## src/rtl/mult_div_unit.sv

```systemverilog
// Iterative HI/LO multiply/divide unit: MULT/MULTU/DIV/DIVU over 32 cycles,
// plus MTHI/MTLO. Ports: clock, reset, start, op, operand_a/b -> busy, done, div_by_zero, hi/lo_out.
module mult_div_unit #(
  parameter int WIDTH = 32
) (
  input  logic             clock,
  input  logic             reset,
  input  logic             start,
  input  logic [2:0]       op,
  input  logic [WIDTH-1:0] operand_a,
  input  logic [WIDTH-1:0] operand_b,
  output logic             busy,
  output logic             done,
  output logic             div_by_zero,
  output logic [WIDTH-1:0] hi_out,
  output logic [WIDTH-1:0] lo_out
);

  localparam int CW = $clog2(WIDTH);

  localparam logic [2:0] OP_MULT  = 3'd0;
  localparam logic [2:0] OP_MULTU = 3'd1;
  localparam logic [2:0] OP_DIV   = 3'd2;
  localparam logic [2:0] OP_DIVU  = 3'd3;
  localparam logic [2:0] OP_MTHI  = 3'd4;
  localparam logic [2:0] OP_MTLO  = 3'd5;

  typedef enum logic [1:0] {
    S_IDLE,
    S_MUL,
    S_DIV,
    S_FIX
  } state_t;

  state_t state, state_n;

  // mul: acc = {partial product, remaining multiplier}
  // div: acc[WIDTH-1:0] = dividend shifting out, quotient shifting in
  logic [2*WIDTH-1:0] acc;
  logic [WIDTH-1:0]   mcand;
  logic [WIDTH-1:0]   rem;
  logic [CW-1:0]      cnt;
  logic               neg_q;
  logic               neg_r;
  logic               is_div;
  logic               zero_div;

  logic               sgn;
  logic               is_mul_op;
  logic               is_div_op;
  logic [WIDTH-1:0]   mag_a;
  logic [WIDTH-1:0]   mag_b;
  logic               last;
  logic [WIDTH:0]     mul_sum;
  logic [WIDTH:0]     shifted;
  logic [WIDTH:0]     trial;
  logic [2*WIDTH-1:0] prod;
  logic [WIDTH-1:0]   quo;
  logic [WIDTH-1:0]   remv;

  assign sgn       = ~op[0];
  assign is_mul_op = (op == OP_MULT) || (op == OP_MULTU);
  assign is_div_op = (op == OP_DIV) || (op == OP_DIVU);
  assign mag_a     = (sgn && operand_a[WIDTH-1]) ? -operand_a : operand_a;
  assign mag_b     = (sgn && operand_b[WIDTH-1]) ? -operand_b : operand_b;
  assign last      = (cnt == CW'(WIDTH - 1));

  assign mul_sum = {1'b0, acc[2*WIDTH-1:WIDTH]}
                 + (acc[0] ? {1'b0, mcand} : '0);

  assign shifted = {rem, acc[WIDTH-1]};
  assign trial   = shifted - {1'b0, mcand};

  assign prod = neg_q ? -acc : acc;
  assign quo  = neg_q ? -acc[WIDTH-1:0] : acc[WIDTH-1:0];
  assign remv = neg_r ? -rem : rem;

  assign busy = (state != S_IDLE);

  always_ff @(posedge clock) begin
    if (reset) state <= S_IDLE;
    else       state <= state_n;
  end

  always_comb begin
    state_n = state;
    case (state)
      S_IDLE: begin
        if (start && is_mul_op)      state_n = S_MUL;
        else if (start && is_div_op) state_n = S_DIV;
      end
      S_MUL:   if (last) state_n = S_FIX;
      S_DIV:   if (last) state_n = S_FIX;
      S_FIX:   state_n = S_IDLE;
      default: state_n = S_IDLE;
    endcase
  end

  always_ff @(posedge clock) begin
    if (reset) begin
      acc         <= '0;
      mcand       <= '0;
      rem         <= '0;
      cnt         <= '0;
      neg_q       <= 1'b0;
      neg_r       <= 1'b0;
      is_div      <= 1'b0;
      zero_div    <= 1'b0;
      done        <= 1'b0;
      div_by_zero <= 1'b0;
      hi_out      <= '0;
      lo_out      <= '0;
    end else begin
      done <= 1'b0;
      case (state)
        S_IDLE: begin
          if (start) begin
            if (op == OP_MTHI) hi_out <= operand_a;
            if (op == OP_MTLO) lo_out <= operand_a;
            if (is_mul_op) begin
              acc         <= {{WIDTH{1'b0}}, mag_b};
              mcand       <= mag_a;
              neg_q       <= sgn & (operand_a[WIDTH-1] ^ operand_b[WIDTH-1]);
              neg_r       <= 1'b0;
              is_div      <= 1'b0;
              zero_div    <= 1'b0;
              cnt         <= '0;
            end
            if (is_div_op) begin
              acc         <= {{WIDTH{1'b0}}, mag_a};
              mcand       <= mag_b;
              rem         <= '0;
              neg_q       <= sgn & (operand_a[WIDTH-1] ^ operand_b[WIDTH-1]);
              neg_r       <= sgn & operand_a[WIDTH-1];
              is_div      <= 1'b1;
              zero_div    <= (operand_b == '0);
              cnt         <= '0;
            end
            // Sticky flag lives until the next real operation
            if (is_mul_op || is_div_op || op == OP_MTHI || op == OP_MTLO)
              div_by_zero <= 1'b0;
          end
        end
        S_MUL: begin
          acc <= {mul_sum, acc[WIDTH-1:1]};
          cnt <= cnt + 1'b1;
        end
        S_DIV: begin
          // Restore when the trial subtraction goes negative
          if (trial[WIDTH]) rem <= shifted[WIDTH-1:0];
          else              rem <= trial[WIDTH-1:0];
          acc[WIDTH-1:0] <= {acc[WIDTH-2:0], ~trial[WIDTH]};
          cnt <= cnt + 1'b1;
        end
        S_FIX: begin
          done        <= 1'b1;
          div_by_zero <= is_div & zero_div;
          if (!is_div) begin
            hi_out <= prod[2*WIDTH-1:WIDTH];
            lo_out <= prod[WIDTH-1:0];
          end else if (!zero_div) begin
            hi_out <= remv;
            lo_out <= quo;
          end
        end
        default: ;
      endcase
    end
  end

endmodule

```

## config.mk

```make
export PLATFORM = sky130hd
export DESIGN_NAME = mult_div_unit
export DESIGN_NICKNAME = d
export VERILOG_FILES = /design/src/rtl/mult_div_unit.sv
export SDC_FILE = /design/constraint.sdc
export NUM_CORES = 1
export LEC_CHECK = 0
export CAP_MARGIN = 5
export CORE_MARGIN = 10
export CORE_UTILIZATION = 36
export DETAILED_ROUTE_END_ITERATION = 6
export GPL_TIMING_DRIVEN = 0
export HOLD_SLACK_MARGIN = 0.06
export PLACE_DENSITY = 0.53
export SYNTH_ARGS = -nofsm -noshare
export SYNTH_HDL_FRONTEND = slang
export SYNTH_SLANG_ARGS = --single-unit
```

## constraint.sdc

```tcl
create_clock -name clock -period 4.9 [get_ports clock]
set_clock_uncertainty 0.1 [all_clocks]
set_input_delay 0.49 -clock clock [delete_from_list [all_inputs] [get_ports clock]]
set_output_delay 0.49 -clock clock [all_outputs]
set_load 0.01 [all_outputs]
```

==> flow_summary.json, run 1 <==
{
  "place_congestion": 0.9875,
  "placed_cells": 2892,
  "nNetsFinal": 2475,
  "io_pins": 137,
  "cp_top_family": "compound AO/OA/AOI/OAI gates",
  "grt_max_degree": 13,
  "core.rowCount": 77,
  "initial_core_util": 0.3649,
  "post-cts-setup-buffers": 0,
  "pwr-share-clk": 0.213,
  "synth-async-reset-ratio": 0,
  "cts_root_buf": "clkbuf_16",
  "synth-edff-count": 0,
  "worst_pin_slew_ns": 1.033,
  "drtIter0Drc": 1906,
  "worstSetupStartpointType": "flop",
  "routed_wirelength_um": 74370,
  "endpoint_kind": "flop",
  "hpwl_um": 60650,
  "path_max_fanout": 10,
  "tns_ns": 0,
  "path_buf_inv": 3,
  "clockBufferDepth": 3,
  "finalHoldWorstSlack_ns": 0.3671,
  "synth_nets": 2314,
  "port_buffers": 133,
  "peakVddDrop_mv": 0.3692,
  "syn_to_final_growth_pct": 18.41,
  "die_h_um": 231.7,
  "finalHoldViolCount": 0,
  "synth_seq_cells": 205,
  "firstDrtPassIters": 6,
  "worstPathCellList": "inv_1 -> ha_1 -> fa_1 -> nand2b_1 -> a21oi_1 -> o21ai_0 -> o41ai_2 -> a21o_1 -> a21oi_1 -> o21a_1 -> clkbuf_1 -> clkbuf_1 -> o21ai_0 -> a41oi_1",
  "fmax_ghz": 0.2218,
  "ctsResizeCount": 0,
  "dieArea_um2": 53680,
  "combinationalPowerShare": 0.545,
  "grt_util_all_layers": 0.2659,
  "n_fill_cell": 4543,
  "seq_area_frac_synth": 0.2544,
  "cts_tree": "done",
  "wl_per_cell_um": 25.30,
  "final_common_cell": "nor2_1",
  "grt_antenna_before_repair": 1,
  "critPathRequiredTime_ns": 5.20,
  "drv_cap": 0,
  "ant_nets": 0,
  "yosys_most_used_dff": "dfxtp_1",
  "grt_pass1_vias": 16329,
  "clock-sinks": 205,
  "h-tree-depth": 1,
  "syn_inst": 2167,
  "hold_class": "reg2reg",
  "cts_buffers": 26,
  "status": "completed",
  "cp_data_arrival_time_ns": 4.81,
  "p_leak_nw": 7.105,
  "drc_errors": 0,
  "grt_pass1_wl_um": 109000,
  "slowest_delay_ns": 0.54,
  "slew_viol_final": 0,
  "setup_viol": 0,
  "avgSynthCellArea_um2": 7.445,
  "synth-warning-count": 0,
  "final_cell_mix": "315 x nor2_1, 205 x dfxtp_1, 193 x nand2_1, 162 x a21oi_1, 147 x clkbuf_1",
  "power_density_nw_per_um2": 502.0,
  "p_sw_mw": 4.506,
  "layout-drive-gt1-share": 0.03407,
  "intPower_mw": 5.085,
  "rsz0062_at_grt": "no",
  "ctsHoldBuffers": 0,
  "min_period_over_period": 0.9203,
  "power.share.switching": 0.4699,
  "synthDistinctLibCells": 75,
  "die_w_um": 231.7,
  "via_per_inst": 5.978,
  "max_slew_margin": 0.3116,
  "cpMaxStageDelayCell": "o41ai_2",
  "clk_pin_slew_worst_paths_ns": 0.06,
  "criticalPathCategory": "reg2reg",
  "fin_cells": 2940,
  "antenna_cells": 0,
  "vias": 17574,
  "worstSkewPairLatency_ns": 0.56,
  "grt-ovfl-total": 0,
  "core_um2": 44220,
  "synth_area_um2": 16130,
  "p_seq_frac": 0.243,
  "fin_crit_ns": 4.510
}
==> power by group through the flow <==
stage	clock, mW	sequential, mW	combinational (mW)
2_1_floorplan	0	2.30	3.29
3_3_place_gp	0	2.34	5.08
4_1_cts	2.05	2.32	5.13
5_1_grt	2.12	2.36	5.65
6_report	2.04	2.33	5.22
3_5_place_dp	0	2.35	5.11
==> worst min-delay path, cell delays in order, from the launching register on <==
cell and delay [ns]:
dfxtp_1 0.31, nand2_1 0.05, a21oi_1 0.06
==> layout make-up <==
type                    instances  area, µm²  share of cell area
plain buffers                 153      591.8             0.03098
clock buffers                  37      753.2             0.03943
clock inverters                11      140.1            0.007335
inverters                      66      247.7             0.01297
multi-input cells            1743      11200              0.5860
flip-flops and latches        205       4104              0.2148
well taps                     592      740.7             0.03877
repair buffers                133       1331             0.06968
==> cell families after synthesis <==
| logic type | Yosys count | synth area share |
|---|---|---|
| compound gates | 699 | 0.2976 |
| xor+xnor | 201 | 0.1091 |
| fa+ha+maj | 77 | 0.06064 |
| buf+inv | 219 | 0.05204 |
| flops | 205 | 0.2544 |
| mux | 23 | 0.01435 |
| simple gates | 743 | 0.2119 |
==> routing by layer <==
| layer | GRT usage | wire [µm] |
|---|---|---|
| met5 | 0 | 17 |
| met3 | 0.05900 | 7158 |
| met2 | 0.3891 | 30670 |
| met4 | 0.09618 | 2752 |
| met1 | 0.3734 | 33770 |
==> Yosys cell counts (18+ instances only) <==
library cell / number / area [µm²]
xor2_1: 109 / 954.7
o211ai_1: 41 / 307.8
nor2_1: 315 / 1182
nand2b_1: 20 / 125.1
nand2_1: 193 / 724.4
a21o_1: 35 / 262.8
a22oi_1: 20 / 150.1
nor3_1: 54 / 270.3
o41ai_1: 18 / 157.7
a211oi_1: 70 / 525.5
mux2i_1: 22 / 220.2
nor4_1: 20 / 125.1
or3_1: 23 / 143.9
inv_1: 65 / 244.0
a221oi_1: 24 / 210.2
a21oi_1: 162 / 810.8
dfxtp_1: 205 / 4104
clkbuf_1: 141 / 529.3
ha_1: 75 / 938.4
a221o_1: 24 / 240.2
xnor2_1: 92 / 805.8
o21ai_0: 116 / 580.6
o31ai_1: 43 / 322.8
nand3_1: 23 / 115.1
==> per-stage QoR <==
stage / power [mW] / worst slack, ns / util / area [µm²]
after floorplan: 5.589 / 1.432 / - / 16130
after global placement: 7.422 / 0.2960 / 0.4117 / 18210
after detailed placement: 7.458 / 0.3231 / 0.4117 / 18210
after CTS: 9.499 / 0.2758 / 0.4319 / 19100
after global routing: 10.13 / 0.05717 / 0.4320 / 19100
final: 9.591 / 0.3904 / 0.4320 / 19100
==> state kept, by name, summed over array words and instances (netlist names) <==
register and cells:
is_div 1, hi_out 32, state 2, neg_r 1, mcand 32, lo_out 32
done 1, cnt 5, rem 32, neg_q 1, acc 64, zero_div 1
div_by_zero 1
==> final timing paths <==
check,endpoint,depth (start not counted),slack [ns],from
setup / recovery,acc[0]$_SDFFE_PP0P_,14,0.39,acc[31]$_SDFFE_PP0P_
hold / removal,mcand[6]$_SDFFE_PP0P_,2,0.37,mcand[6]$_SDFFE_PP0P_
setup reg to reg,acc[0]$_SDFFE_PP0P_,14,0.39,acc[31]$_SDFFE_PP0P_
hold reg to reg,mcand[6]$_SDFFE_PP0P_,2,0.37,mcand[6]$_SDFFE_PP0P_
Note: power is estimated with default switching activity, not from simulation.
==> inputs of run 2 (changes only) <==
ABC_CLOCK_PERIOD_IN_PS = 4850   (was default)
clock period = 4.85 ns   (was 4.9 ns; I/O delays follow)
==> results of run 2 <==
Same layout as run 1 (identical final DEF). Status: completed.
Among the figures that moved: setup slack after placement 0.3231 ns -> 0.2731 ns; setup slack after layout 0.3904 ns -> 0.3404 ns; register-to-register setup slack 0.39 ns -> 0.34 ns; total power 9.591 mW -> 9.690 mW; worst IR drop on VDD 0.3692 mV -> 0.3730 mV
==> inputs of run 3 (changes only) <==
CAP_MARGIN = 15   (was 5)
SLEW_MARGIN = 20   (was default)
==> results of run 3 <==
Same layout as run 1 (identical final DEF). Status: completed.
Among the figures that moved: setup slack after placement 0.3231 ns -> 0.2731 ns; setup slack after layout 0.3904 ns -> 0.3404 ns; register-to-register setup slack 0.39 ns -> 0.34 ns; total power 9.591 mW -> 9.690 mW; worst IR drop on VDD 0.3692 mV -> 0.3730 mV
